[src/rtl/conv_window_scheduler.sv]
// conv_window_scheduler
// Walks the KxK kernel window for every output pixel of one convolution
// layer pass. For each pixel it clears the MAC accumulator, steps the taps,
// waits one flush cycle for the MAC pipeline, then offers the partial sum to
// the downstream consumer with a valid/ready handshake.
//
// Ports:
//   clk, rst_n                 clock, synchronous active-low reset
//   cfg_load                   capture kernel/width/height (only while idle)
//   cfg_kernel/width/height    layer geometry K, W, H
//   start, abort               begin a pass / abandon the current pass
//   busy, done, cfg_err        status: working, end-of-pass pulse, refused start
//   mac_clr, mac_en            accumulator clear / accumulate strobes
//   kr, kc                     current kernel tap
//   in_row, in_col             input-map coordinate (out + tap)
//   out_row, out_col           current output pixel
//   psum_valid, psum_ready     partial-sum handshake to the consumer
module conv_window_scheduler #(
   parameter int DIM_W = 6,
   parameter int K_W   = 3
) (
   input  logic             clk,
   input  logic             rst_n,
   input  logic             cfg_load,
   input  logic [K_W-1:0]   cfg_kernel,
   input  logic [DIM_W-1:0] cfg_width,
   input  logic [DIM_W-1:0] cfg_height,
   input  logic             start,
   input  logic             abort,
   output logic             busy,
   output logic             done,
   output logic             cfg_err,
   output logic             mac_clr,
   output logic             mac_en,
   output logic [K_W-1:0]   kr,
   output logic [K_W-1:0]   kc,
   output logic [DIM_W-1:0] in_row,
   output logic [DIM_W-1:0] in_col,
   output logic [DIM_W-1:0] out_row,
   output logic [DIM_W-1:0] out_col,
   output logic             psum_valid,
   input  logic             psum_ready
);

   localparam logic [2:0] S_IDLE  = 3'd0;
   localparam logic [2:0] S_CLEAR = 3'd1;
   localparam logic [2:0] S_ACCUM = 3'd2;
   localparam logic [2:0] S_FLUSH = 3'd3;
   localparam logic [2:0] S_WAIT  = 3'd4;
   localparam logic [2:0] S_DONE  = 3'd5;

   logic [2:0]       state, nxt_state;
   logic [K_W-1:0]   cfg_k;
   logic [DIM_W-1:0] cfg_w, cfg_h;

   logic [K_W-1:0]   nxt_kr, nxt_kc;
   logic [DIM_W-1:0] nxt_out_row, nxt_out_col;
   logic             nxt_mac_clr, nxt_mac_en, nxt_psum_valid, nxt_done, nxt_cfg_err;
   logic             nxt_busy;

   logic [K_W-1:0]   k_m1;
   logic [DIM_W-1:0] ow_m1, oh_m1;
   logic             cfg_bad, last_tap;

   // Derived geometry. ow_m1/oh_m1 are the last valid output column/row;
   // they are only meaningful once the stored config has passed cfg_bad.
   assign k_m1     = cfg_k - K_W'(1);
   assign ow_m1    = cfg_w - DIM_W'(cfg_k);
   assign oh_m1    = cfg_h - DIM_W'(cfg_k);
   assign cfg_bad  = (cfg_k == '0) || (DIM_W'(cfg_k) > cfg_w) || (DIM_W'(cfg_k) > cfg_h);
   assign last_tap = (kr == k_m1) && (kc == k_m1);

   // Next-state and next-output logic. Every output is registered, so this
   // block computes what each output must show in the cycle after the edge.
   // Abort outranks everything but reset and zeroes the whole pass.
   always_comb begin
      nxt_state      = state;
      nxt_kr         = kr;
      nxt_kc         = kc;
      nxt_out_row    = out_row;
      nxt_out_col    = out_col;
      nxt_mac_clr    = 1'b0;
      nxt_mac_en     = 1'b0;
      nxt_psum_valid = 1'b0;
      nxt_done       = 1'b0;
      nxt_cfg_err    = 1'b0;
      if (abort && (state != S_IDLE)) begin
         nxt_state   = S_IDLE;
         nxt_kr      = '0;
         nxt_kc      = '0;
         nxt_out_row = '0;
         nxt_out_col = '0;
      end else begin
         case (state)
            S_IDLE: begin
               if (start) begin
                  if (cfg_bad) begin
                     nxt_cfg_err = 1'b1;
                  end else begin
                     nxt_state   = S_CLEAR;
                     nxt_mac_clr = 1'b1;
                     nxt_kr      = '0;
                     nxt_kc      = '0;
                     nxt_out_row = '0;
                     nxt_out_col = '0;
                  end
               end
            end
            S_CLEAR: begin
               nxt_state  = S_ACCUM;
               nxt_mac_en = 1'b1;
               nxt_kr     = '0;
               nxt_kc     = '0;
            end
            S_ACCUM: begin
               // The last tap holds kr/kc at K-1 through flush and wait.
               if (last_tap) begin
                  nxt_state = S_FLUSH;
               end else begin
                  nxt_mac_en = 1'b1;
                  if (kc == k_m1) begin
                     nxt_kc = '0;
                     nxt_kr = kr + K_W'(1);
                  end else begin
                     nxt_kc = kc + K_W'(1);
                  end
               end
            end
            S_FLUSH: begin
               nxt_state      = S_WAIT;
               nxt_psum_valid = 1'b1;
            end
            S_WAIT: begin
               if (psum_ready) begin
                  if (out_col < ow_m1) begin
                     nxt_out_col = out_col + DIM_W'(1);
                     nxt_state   = S_CLEAR;
                  end else begin
                     nxt_out_col = '0;
                     if (out_row < oh_m1) begin
                        nxt_out_row = out_row + DIM_W'(1);
                        nxt_state   = S_CLEAR;
                     end else begin
                        nxt_state = S_DONE;
                        nxt_done  = 1'b1;
                     end
                  end
                  if (nxt_state == S_CLEAR) begin
                     nxt_mac_clr = 1'b1;
                     nxt_kr      = '0;
                     nxt_kc      = '0;
                  end
               end else begin
                  nxt_psum_valid = 1'b1;
               end
            end
            S_DONE: begin
               nxt_state   = S_IDLE;
               nxt_kr      = '0;
               nxt_kc      = '0;
               nxt_out_row = '0;
               nxt_out_col = '0;
            end
            default: begin
               nxt_state   = S_IDLE;
               nxt_kr      = '0;
               nxt_kc      = '0;
               nxt_out_row = '0;
               nxt_out_col = '0;
            end
         endcase
      end
      nxt_busy = (nxt_state != S_IDLE) && (nxt_state != S_DONE);
   end

   // State, outputs and stored config. The config is only writable while
   // not busy, so a load arriving with start still lands but the start check
   // above already used the previous values.
   always_ff @(posedge clk) begin
      if (!rst_n) begin
         state      <= S_IDLE;
         cfg_k      <= '0;
         cfg_w      <= '0;
         cfg_h      <= '0;
         busy       <= 1'b0;
         done       <= 1'b0;
         cfg_err    <= 1'b0;
         mac_clr    <= 1'b0;
         mac_en     <= 1'b0;
         kr         <= '0;
         kc         <= '0;
         in_row     <= '0;
         in_col     <= '0;
         out_row    <= '0;
         out_col    <= '0;
         psum_valid <= 1'b0;
      end else begin
         if (cfg_load && !busy) begin
            cfg_k <= cfg_kernel;
            cfg_w <= cfg_width;
            cfg_h <= cfg_height;
         end
         state      <= nxt_state;
         busy       <= nxt_busy;
         done       <= nxt_done;
         cfg_err    <= nxt_cfg_err;
         mac_clr    <= nxt_mac_clr;
         mac_en     <= nxt_mac_en;
         kr         <= nxt_kr;
         kc         <= nxt_kc;
         in_row     <= nxt_out_row + DIM_W'(nxt_kr);
         in_col     <= nxt_out_col + DIM_W'(nxt_kc);
         out_row    <= nxt_out_row;
         out_col    <= nxt_out_col;
         psum_valid <= nxt_psum_valid;
      end
   end

endmodule

[config.mk]
export PLATFORM = sky130hd
export DESIGN_NAME = conv_window_scheduler
export DESIGN_NICKNAME = d
export VERILOG_FILES = /design/src/rtl/conv_window_scheduler.sv
export SDC_FILE = /design/constraint.sdc
export NUM_CORES = 1
export LEC_CHECK = 0
export ABC_AREA = 1
export BUFFER_PORTS_ARGS = -buffer_cell sky130_fd_sc_hd__clkbuf_2
export CAP_MARGIN = 0
export CORE_MARGIN = 1.5
export CORE_UTILIZATION = 55
export CTS_CLUSTER_SIZE = 28
export DETAILED_ROUTE_END_ITERATION = 8
export PLACE_DENSITY = 0.84
export SYNTH_ARGS = -nofsm -noshare
export SYNTH_HDL_FRONTEND = slang
export SYNTH_SLANG_ARGS = --single-unit
[constraint.sdc]
create_clock -name clk -period 5.09 [get_ports clk]
set_clock_uncertainty 0.2 [all_clocks]
set_input_delay 0 -clock clk [delete_from_list [all_inputs] [get_ports clk]]
set_output_delay 0 -clock clk [all_outputs]
set_load 0.01 [all_outputs]
==> results.json, run 1 <==
{
  "status": "finished clean",
  "cts-root-buf": "clkbuf_8",
  "port_buffers": 56,
  "hold_viol_final": 0,
  "drc_errors": 0,
  "fmax_ghz": 0.220,
  "cap_viol_max_count": 0,
  "worstSetupPathType": "register to register",
  "fillers": 479,
  "mostFrequentLayoutCells": "nand2_1, inv_1, nor2_1, clkbuf_2, dfxtp_1",
  "cts_tree": "done",
  "clock_latency_ns": 0.32,
  "clk_pin_slew_ns": 0.10,
  "drv_slew": 0,
  "synth.distinct_cells": 43,
  "antenna_found_initial": 0,
  "max_slew.worst_pin.slew_ns": 0.619,
  "grt_pass1_wl_mm": 13.9,
  "worst_hold_slack_ns": 0.0341,
  "timing.final.ws_setup_ns": 0.549,
  "htree_levels": 2,
  "slew-limit-headroom_pct": 58.6,
  "ir_worst_vdd_mv": 0.147,
  "layout-drive-gt1-share_pct": 17.9,
  "path_max_fanout": 5,
  "yosysSeqAreaShare_pct": 31.7,
  "via_per_inst": 5.28,
  "rsz0062_at_grt": "false",
  "syn-instance-count": 481,
  "fp-row-count": 28,
  "postRouteAntennaNets": 0,
  "die_area_um2": 6690,
  "grt_max_degree": 30,
  "dpl.hpwl_mm": 5.96,
  "clkSinkCount": 54,
  "dpl.cell_count": 604,
  "cp-end-kind": "register",
  "area_growth_pct": 19.4,
  "worstSetupStartpointType": "register",
  "gp_congestion": 0.893,
  "vias": 3354,
  "nNetsFinal": 613,
  "fin_cells": 635,
  "dieHeight_um": 81.8,
  "final-setup-viol-count": 0,
  "firstDrtPassIters": 5,
  "final.setup.tns_ns": 0,
  "synth.net_count": 534,
  "start_util_pct": 57.3,
  "wl_per_cell_um": 13.3,
  "coreArea_um2": 5960,
  "power.density_nw_per_um2": 255,
  "grt.total_usage_pct": 26.9,
  "synth_edf_count": 0,
  "final_common_cell": "nand2_1",
  "wirelength_mm": 8.45,
  "place_ws_ns": 0.653,
  "min_period_over_period_pct": 89.2,
  "total_leakage_power_uw": 0.00215,
  "yosys_warnings": 0,
  "synth-main-ff-cell": "dfxtp_1",
  "cts_setup_buffers": 0,
  "hold_class": "input port to register",
  "ios": 57,
  "chipWidth_um": 81.8,
  "synthArstFlopShare_pct": 0,
  "period_needed_ns": 4.54,
  "crit_required_ns": 5.11,
  "synth-seq-cells": 54,
  "synth.avg_cell_area_um2": 7.10,
  "grt_overflow_total": 0,
  "first_global_vias": 3136,
  "drtIter0Drc": 238,
  "ctsLongestPathBuffers": 2,
  "syn_area_um2": 3410,
  "worstPathArrival_ns": 4.56,
  "antenna_cells": 0,
  "numCtsBuffers": 5
}
-- registers in the layout, summed over array words and instances, names as in the netlist --
name,cells
busy,1
cfg_err,1
cfg_h,6
cfg_k,3
cfg_w,6
done,1
in_col,6
in_row,6
kc,3
kr,3
mac_clr,1
mac_en,1
out_col,6
out_row,6
psum_valid,1
state,3
-- power by group --
part / total [uW] / switching, uW / internal (uW)
clock network: 241 / 147 / 94.3
registers: 461 / 16.5 / 444
logic: 336 / 211 / 125
-- routing by layer --
layer | GRT usage [%] | wire [um] | share of wire (%) | vias to the layer above
li1 | - | - | - | 1679
met1 | 34.5 | 3690 | 44 | 1513
met2 | 43.8 | 4040 | 48 | 137
met3 | 4.44 | 441 | 5.2 | 25
met4 | 13.1 | 286 | 3.4 | 0
met5 | 0 | 0 | 0 | -
-- worst max-delay path, cell delays in order (launching register included) --
cell,delay (ns)
dfxtp_1,0.35
inv_2,0.07
ha_1,0.37
a21o_1,0.21
a31oi_1,0.25
nor3b_1,0.26
xor2_1,0.18
ha_1,0.26
nand2_1,0.10
inv_2,0.04
a21oi_2,0.20
nand2_4,0.11
nand2_1,0.13
o21ai_2,0.09
nor2_2,0.18
nand2_2,0.10
o21ai_1,0.17
inv_1,0.06
ha_1,0.22
fa_1,0.38
nand2_1,0.07
inv_1,0.05
o211ai_1,0.19
o21ai_1,0.09
inv_1,0.06
nor2_1,0.04
-- worst paths after layout --
path	endpoint	start	slack, ns	cells after the start
worst min-delay path	psum_valid	psum_ready	0.03	4
worst min register to register	cfg_h[0]	cfg_h[0]	0.27	2
worst max-delay path	in_row[4]	cfg_k[2]	0.55	25
worst max register to register	in_row[4]	cfg_k[2]	0.55	25
-- cells in the mapped netlist, types with 2 or more instances --
cell type | count | area (um2)
a21oi_2 | 5 | 43.8
nand2_1 | 95 | 357
nand4_1 | 6 | 37.5
nor2_4 | 2 | 22.5
nor3b_1 | 2 | 15.0
xor2_1 | 6 | 52.6
nand3_2 | 2 | 20.0
o21ai_0 | 25 | 125
nor2_8 | 2 | 40.0
nand3b_1 | 2 | 15.0
nand2_4 | 3 | 33.8
xnor2_1 | 7 | 61.3
inv_1 | 71 | 267
and2_0 | 2 | 12.5
nor2_2 | 4 | 25.0
clkbuf_1 | 6 | 22.5
nand2_2 | 4 | 25.0
a21o_1 | 3 | 22.5
nand3_1 | 17 | 85.1
inv_2 | 9 | 33.8
fa_1 | 4 | 80.1
ha_1 | 28 | 350
a21oi_1 | 23 | 115
a31oi_1 | 2 | 12.5
nor3_1 | 5 | 25.0
o21ai_1 | 10 | 50.1
dfxtp_1 | 54 | 1080
nor2_1 | 67 | 251
-- what timing repair did --
action,in CTS,in global routing
endpoints found under the setup margin,0,0
hold buffers,24,0
resized for setup,0,0
hold endpoints to repair,18,0
-- kinds of logic (layout without fill, tap and decap cells) --
logic type | after synthesis | after routing | share of synthesized area, %
AOI/OAI and AO/OA | 75 | 75 | 12.7
xor gates and xnor gates | 13 | 13 | 3.34
adders and majority gates | 32 | 32 | 12.6
buffers and inverters | 89 | 168 | 9.93
DFF | 54 | 54 | 31.7
and+or+nand+nor | 218 | 218 | 29.8
-- final cells by class --
class | count | area, um2 | share of cell area (%)
sequential | 54 | 1080 | 26.5
timing repair buffer | 80 | 520 | 12.8
multi-input combinational | 338 | 1990 | 48.9
inverter | 81 | 304 | 7.46
tap | 75 | 93.8 | 2.30
clock buffer | 5 | 68.8 | 1.69
clock inverter | 2 | 15.0 | 0.368
-- per-stage QoR --
step / total power (uW) / area [um2] / utilization (%)
2_1_floorplan: 698 / 3410 / -
3_3_place_gp: 757 / 3750 / 63.0
3_5_place_dp: 771 / 3750 / 63.0
4_1_cts: 1030 / 4080 / 68.4
5_1_grt: 1100 / 4080 / 68.4
6_report: 1040 / 4080 / 68.4
Power figures use the tool's default switching activity.
==> run 2, diff against run 1 <==
Settings changed: CORE_ASPECT_RATIO set to 2, MAX_ROUTING_LAYER set to met4.
==> run 2 against run 1 <==
  * Sequential power about the same
  * Cell count down 1.4%
  * Non-clock buffer count up 1
  * Wire length up 7.1%
  * Die area up 0.44%
  * Worst hold slack better by 0.0031 ns
  * Critical endpoint unchanged
  * Largest cell class unchanged
  * Largest power group unchanged
==> results.json, run 2 (same netlist as run 1, synthesis figures left out) <==
{
  "grt_overflow_total": 0,
  "cts_setup_buffers": 0,
  "cap_viol_max_count": 0,
  "area_growth_pct": 22.1,
  "fp-row-count": 40,
  "wl_met3_um": 397,
  "grt_max_degree": 30,
  "wirelength_mm": 9.06,
  "ir_worst_vdd_mv": 0.223,
  "p_sw_uw": 397,
  "hold_viol_final": 0,
  "switching_share_pct": 32.7,
  "period_needed_ns": 4.50,
  "dieHeight_um": 114,
  "cp_slowest_cell": "ha_1",
  "p_int_uw": 817,
  "numCtsBuffers": 5,
  "grt_pass1_wl_mm": 14.6,
  "vias": 3421,
  "hold_class": "input port to register",
  "drc_errors": 0,
  "top_layer_used": "met4",
  "cts-root-buf": "clkbuf_16",
  "cp-end-kind": "register",
  "coreArea_um2": 6010,
  "worst_hold_slack_ns": 0.0372,
  "antenna_found_initial": 0,
  "max_slew.worst_pin.slew_ns": 0.602,
  "die_area_um2": 6720,
  "final-setup-viol-count": 0,
  "crit_top_cell": "inv_1",
  "clkSinkCount": 54,
  "start_util_pct": 56.8,
  "via_per_inst": 5.46,
  "cpPeakStageDelay_ns": 0.38,
  "mostFrequentLayoutCells": "nand2_1, inv_1, nor2_1, clkbuf_2, dfxtp_1",
  "final.setup.tns_ns": 0,
  "cts_tree": "done",
  "drv_slew": 0,
  "clock_latency_ns": 0.31,
  "gp_congestion": 0.972,
  "fillers": 466,
  "wl_met2_mm": 4.69,
  "clk_pin_slew_ns": 0.07,
  "ios": 57,
  "port_buffers": 56,
  "path_max_fanout": 5,
  "pwr-share-seq_pct": 38.2,
  "final_common_cell": "nand2_1",
  "htree_levels": 2,
  "met1_length_mm": 3.31,
  "rsz0062_at_grt": "false",
  "layout-drive-gt1-share_pct": 18.0,
  "min_period_over_period_pct": 88.5,
  "first_global_vias": 3384,
  "ctsLongestPathBuffers": 2,
  "worstPathArrival_ns": 4.50,
  "fmax_ghz": 0.222,
  "worstSetupStartpointType": "register",
  "dpl.hpwl_mm": 6.35,
  "crit_required_ns": 5.09,
  "p_comb_share_pct": 27.9,
  "grt.total_usage_pct": 29.3,
  "total_leakage_power_uw": 0.00220,
  "p_clk_share_pct": 33.9,
  "slew-limit-headroom_pct": 59.8,
  "nNetsFinal": 614,
  "wl_per_cell_um": 14.5,
  "worstSetupPathType": "register to register",
  "chipWidth_um": 58.7,
  "power_uw": 1210,
  "power.density_nw_per_um2": 291,
  "drtIter0Drc": 169,
  "firstDrtPassIters": 5,
  "postRouteAntennaNets": 0,
  "status": "finished clean"
}
==> run 2: changes by cell type in the layout (fill, tap and decap cells not counted) <==
cell	previous run	this run
clkbuf_16	0	5
clkbuf_8	5	1
clkinvlp_4	2	0
bufinv_16	0	1
diode_2	0	1
dlygate4sd3_1	24	25
inv_6	0	1
==> run 2: timing repair <==
| action | CTS | global route |
|---|---|---|
| endpoints found under the hold margin | 18 | 0 |
| hold buffers | 25 | 0 |
| gates resized for setup | 0 | 0 |
==> run 2: critical path: cells and delay by family (launching register included) <==
family,cells,cell delay [ns]
buf+inv,5,0.29
xor+xnor,1,0.19
simple gates,8,1.00
flops,1,0.36
fa+ha+maj,4,1.25
compound gates,7,1.10
==> run 2: through the flow <==
step                      cells  worst slack [ns]  util (%)  instance area, um2
after detailed placement    592             0.646      62.2                3740
after global placement      592             0.831      62.2                3740
after floorplan             481              1.02         -                3410
after global routing        625             0.198      69.4                4170
final                       626             0.588      69.4                4170
after CTS                   625             0.628      69.4                4170
==> run 2: final cells by class <==
| type | count | area, um2 | share of cell area (%) |
|---|---|---|---|
| Antenna cell | 1 | 2.50 | 0.0600 |
| Clock buffer | 6 | 139 | 3.33 |
| Clock inverter | 2 | 38.8 | 0.931 |
| Inverter | 81 | 304 | 7.30 |
| Multi-Input combinational cell | 338 | 1990 | 47.8 |
| Sequential cell | 54 | 1080 | 25.9 |
| Tap cell | 63 | 78.8 | 1.89 |
| Timing Repair Buffer | 81 | 531 | 12.7 |
==> run 2: per-layer routing <==
metal | track usage (%) | up-vias
met4 | 23.0 | 0
met3 | 4.97 | 45
li1 | - | 1683
met1 | 28.9 | 1567
met2 | 49.1 | 126
met5 | - | -
==> run 2: power by group through the flow <==
stage	registers (uW)	logic, uW	clock network, uW
6_report	464	339	412
2_1_floorplan	470	228	0
3_3_place_gp	470	293	0
5_1_grt	466	378	431
4_1_cts	462	330	414
3_5_place_dp	471	305	0
==> run 2: final timing paths <==
path | slack, ns | to | start | cells after the start
max | 0.59 | in_row[4] | cfg_k[2] | 25
min | 0.04 | psum_valid | psum_ready | 4
max reg2reg | 0.59 | in_row[4] | cfg_k[2] | 25
min reg2reg | 0.31 | cfg_h[0] | cfg_h[0] | 2
